## src/rtl/morse_target_picker_pkg.sv

```systemverilog
// Shared definitions for the Morse target picker: state encoding,
// default parameter values and the fallback index helper.
package morse_target_picker_pkg;

   typedef enum logic [1:0] {
      IDLE = 2'd0,
      DRAW = 2'd1,
      HOLD = 2'd2
   } state_t;

   localparam int NUM_SYMBOLS_DEF = 10;
   localparam int MAX_TRIES_DEF   = 8;

   // Successor of the previous target, wrapping at the symbol count.
   // last is always below num, so a single compare replaces the modulo.
   function automatic logic [3:0] next_index(input logic [3:0] last,
                                             input logic [4:0] num);
      logic [4:0] sum;
      sum = {1'b0, last} + 5'd1;
      if (sum >= num) begin
         return 4'd0;
      end
      return sum[3:0];
   endfunction

endpackage

```

## src/rtl/morse_target_picker.sv

```systemverilog
// Morse target picker: draws a symbol index from an external LFSR value,
// retrying out-of-range draws and falling back to a deterministic successor
// of the previous target after MAX_TRIES attempts. The target is held until
// the consumer acknowledges it.
//
// Optional build macro: MORSE_NO_REPEAT_EN -- when defined, a draw equal to
// the previously delivered target is rejected like an out-of-range draw.
//
// state | meaning
// IDLE  | waiting for start
// DRAW  | sampling rnd once per cycle until accepted or tries exhausted
// HOLD  | target/valid/fallback frozen until ack
module morse_target_picker
   import morse_target_picker_pkg::*;
#(
   parameter int NUM_SYMBOLS = NUM_SYMBOLS_DEF,
   parameter int MAX_TRIES   = MAX_TRIES_DEF
) (
   input  logic       clk,
   input  logic       rst,
   input  logic       start,
   input  logic [3:0] rnd,
   input  logic       ack,
   output logic [3:0] target,
   output logic       valid,
   output logic       busy,
   output logic       fallback
);

   localparam logic [4:0] C_NUM      = 5'(NUM_SYMBOLS);
   localparam logic [3:0] C_LAST_TRY = 4'(MAX_TRIES - 1);

   state_t     r_state;
   state_t     w_state_nxt;
   logic [3:0] r_try_cnt;
   logic [3:0] r_target;
   logic [3:0] r_last_target;
   logic       r_valid;
   logic       r_fallback;
   logic       r_have_last;
   logic       w_in_range;
   logic       w_accept;
   logic       w_last_try;

   // 5-bit compare so that NUM_SYMBOLS=16 accepts every 4-bit value
   assign w_in_range = ({1'b0, rnd} < C_NUM);

`ifdef MORSE_NO_REPEAT_EN
   assign w_accept = w_in_range && (!r_have_last || (rnd != r_last_target));
`else
   assign w_accept = w_in_range;
`endif

   assign w_last_try = (r_try_cnt == C_LAST_TRY);

   // State register
   always_ff @(posedge clk or negedge rst) begin
      if (!rst) begin
         r_state <= IDLE;
      end else begin
         r_state <= w_state_nxt;
      end
   end

   // Next-state decode; start only matters in IDLE, ack only in HOLD
   always_comb begin
      w_state_nxt = r_state;
      case (r_state)
         IDLE: if (start) w_state_nxt = DRAW;
         DRAW: if (w_accept || w_last_try) w_state_nxt = HOLD;
         HOLD: if (ack) w_state_nxt = IDLE;
         default: w_state_nxt = IDLE;
      endcase
   end

   // Target, try counter and history registers
   always_ff @(posedge clk or negedge rst) begin
      if (!rst) begin
         r_try_cnt     <= 4'd0;
         r_target      <= 4'd0;
         r_valid       <= 1'b0;
         r_fallback    <= 1'b0;
         r_last_target <= 4'd0;
         r_have_last   <= 1'b0;
      end else begin
         case (r_state)
            IDLE: begin
               if (start) begin
                  r_try_cnt <= 4'd0;
               end
            end
            DRAW: begin
               if (w_accept) begin
                  r_target   <= rnd;
                  r_fallback <= 1'b0;
                  r_valid    <= 1'b1;
               end else if (w_last_try) begin
                  r_target   <= r_have_last ? next_index(r_last_target, C_NUM) : 4'd0;
                  r_fallback <= 1'b1;
                  r_valid    <= 1'b1;
               end else begin
                  // never reaches past MAX_TRIES-1, so no wrap is possible
                  r_try_cnt <= r_try_cnt + 4'd1;
               end
            end
            HOLD: begin
               if (ack) begin
                  r_valid       <= 1'b0;
                  r_last_target <= r_target;
                  r_have_last   <= 1'b1;
               end
            end
            default: begin
            end
         endcase
      end
   end

   // Output decode
   always_comb begin
      busy     = (r_state != IDLE);
      target   = r_target;
      valid    = r_valid;
      fallback = r_fallback;
   end

endmodule

```

## config.mk

```make
export PLATFORM = sky130hd
export DESIGN_NAME = morse_target_picker
export DESIGN_NICKNAME = d
export VERILOG_FILES = /design/src/rtl/morse_target_picker_pkg.sv /design/src/rtl/morse_target_picker.sv
export SDC_FILE = /design/constraint.sdc
export NUM_CORES = 1
export LEC_CHECK = 0
export CAP_MARGIN = 15
export CORE_MARGIN = 2
export CORE_UTILIZATION = 30
export CTS_CLUSTER_SIZE = 30
export DETAILED_ROUTE_END_ITERATION = 6
export REMOVE_ABC_BUFFERS = 1
export SYNTH_ARGS = -nofsm -noshare
export SYNTH_HDL_FRONTEND = slang
export SYNTH_SLANG_ARGS = --single-unit
export TNS_END_PERCENT = 50
```

## constraint.sdc

```tcl
create_clock -name clk -period 1.9 [get_ports clk]
set_input_delay 0.38 -clock clk [delete_from_list [all_inputs] [get_ports clk]]
set_output_delay 0.38 -clock clk [all_outputs]
set_load 0.01 [all_outputs]
```

==> qor.yml <==
run_status:
  run_status: "finished, final reports clean"
floorplan:
  die_h_um: 60.1
  rows: 20
  dieArea_um2: 3610
  io_pins: 15
  coreArea_um2: 3030
  die_w_um: 60.1
  initial_core_util_pct: 31.2
global_routing:
  grtUsageTotal_pct: 12.9
  antenna_found_initial: 0
  grt_max_degree: 18
  grt_remaining_overflow: 0
  grt_pass1_vias: 736
  grt_pass1_wl_um: 3420
  use_met1_pct: 16.2
  grt-busiest-layer: "met2"
  grtUsageMet3_pct: 3.90
  met2_usage_pct: 22.7
worst_setup_path:
  worst-path-buf-inv: 1
  slowest_stage: "clkdlybuf4s50_1"
  path_cells: "or2_2 -> clkdlybuf4s50_1"
  cp.required_ns: 1.52
  arrival_ns: 1.45
  cp_top_family: "buffers and inverters"
  critPathKind: "flop to primary output"
  critPathMaxStageDelay_ns: 0.48
  path_max_fanout: 2
  endpoint_kind: "primary output"
  cp-start-kind: "flop"
clock_network:
  clkTransAtPathRegs_ns: 0.11
  cts_buffers: 3
  worstSkewPairLatency_ns: 0.29
  clockBufferDepth: 2
  root_buffer: "clkbuf_4"
  cts_repair_resize_count: 0
  cts_sinks: 17
  post-cts-setup-buffer-count: 1
  cts_tree: "done"
  htreeDepth: 1
  ctsHoldBuffers: 0
drt:
  wirelength_um: 2010
  viasPerCell: 4.72
  vias: 727
  route.detailed.drc: 0
  wl_per_cell_um: 13.0
  drtPass1Iterations: 4
  antenna_left: 0
  drt_iter0_drc: 19
job:
  cap_viol_max_count: 0
sta:
  rsz0062_at_grt: "no"
  fin_crit_ns: 1.83
  setup_ws_ns: 0.0657
  hold_viol_final: 0
  fin_crit_sh_pct: 96.5
  setup_violations: 0
  skew_ns: 0.0134
  slew_headroom_pct: 78.2
  worst_slew_pin_slew_ns: 0.327
  maxSlewViolCount: 0
  fin_setup_tns_ns: 0
  fmax_ghz: 0.545
power:
  ir_drop_mv: 0.601
  power.leakage_nw: 0.558
  finalPower_mw: 1.58
  powerDensity_nw_per_um2: 1320
final_layout:
  stdcell_area_um2: 1200
  num-fill-cells: 308
  diodes: 0
  areaGrowthSynthToFinish_pct: 27.0
  fin_nets: 122
  seq_area_um2: 425
  multiInputGateArea_um2: 492
  layout-drive-gt1-share_pct: 21.8
  mostFrequentLayoutCells: "dfrtp_1, clkdlybuf4s50_1, nand2_1, nor2_1, inv_1"
  instances_no_fill: 154
  final_common_cell: "dfrtp_1"
synthesis:
  synth_edf_count: 0
  yosys_most_used_dff: "dfrtp_1"
  avgSynthCellArea_um2: 10.7
  synth_top_area_share_pct: 45.0
  netlist_instances: 88
  yosysWarnings: 0
  synth_largest_area_cell: "dfrtp_1"
  ys_seq_area_share_pct: 45.0
  synthTopCellsByArea: "dfrtp_1, mux2_2, ha_1"
  ys_types: 35
  synth_seq_cells: 17
  async_flop_share_pct: 100
  syn_area_um2: 945
place:
  gp_congestion: 0.820
  portBuffers: 14
  place_ws_ns: 0.0738
  place_area_um2: 1160
  placed_cells: 149
  dpl.hpwl_um: 1570
min_path:
  min_path_type: "primary input to asynchronous set/reset pin"
registers in the layout (all words and copies together), names as in the netlist:
register / cells
valid: 1
r_have_last: 1
target: 4
fallback: 1
r_state: 2
r_last_target: 4
r_try_cnt: 4
Yosys cell counts (all sizes together) (2+ instances only):
library cell,n
dfrtp,17
nand2,7
nor2,7
inv,6
a21oi,5
mux2,5
nand3,5
o21ai,5
ha,3
mux2i,3
and3b,2
nand2b,2
nor3,2
o211ai,2
xnor2,2
final cells by class:
class | instances | area share (%)
clock buffers | 3 | 1.88
clock inverters | 1 | 0.417
inverters | 6 | 1.88
multi-input cells | 64 | 41.0
flip-flops and latches | 17 | 35.5
well taps | 44 | 4.59
repair buffers | 19 | 14.8
worst register-to-register path, delay by kind of cell, from the launching register on:
kind,cells,cell delay (ns)
flops,1,0.43
simple gates,2,0.42
fa+ha+maj,1,0.27
mux,1,0.21
compound gates,1,0.07
per-stage QoR:
step	util [%]	hold slack (ns)
global route	39.6	0.417
detailed placement	38.5	0.476
global placement	38.5	0.454
finish	39.6	0.403
CTS	39.6	0.411
floorplan	-	0.0844
power breakdown:
part	switching, mW	leakage (nW)	internal, mW
Clock	0.116	0.0177	0.0782
Combinational	0.335	0.331	0.420
Sequential	0.134	0.209	0.497
Total	0.585	0.558	0.995
metal layers:
metal	vias up	part of all wire, %
met5	-	0
met1	356	45
met4	0	0
met2	14	50
li1	357	-
met3	0	4.1
worst paths after layout:
kind                       slack (ns)               end          from  cells past startpoint
max in group asynchronous        1.29      r_try_cnt[2]           rst                      2
hold reg to reg                  0.49             valid         valid                      1
setup / recovery                 0.07              busy    r_state[0]                      2
setup reg to reg                 0.38      r_try_cnt[3]  r_try_cnt[0]                      5
hold / removal                   0.40  r_last_target[2]           rst                      2
min in group clk                 0.49             valid         valid                      1
cell families (layout without fill, tap and decap cells):
| logic type | count (synthesis) | after routing | synth area share [%] |
|---|---|---|---|
| simple gates | 29 | 29 | 18.5 |
| xor+xnor | 2 | 2 | 2.65 |
| compound gates | 22 | 22 | 17.4 |
| fa+ha+maj | 3 | 3 | 3.97 |
| flops | 17 | 17 | 45.0 |
| mux | 8 | 8 | 9.54 |
| buf+inv | 7 | 29 | 2.91 |
Power figures use the tool's default switching activity.
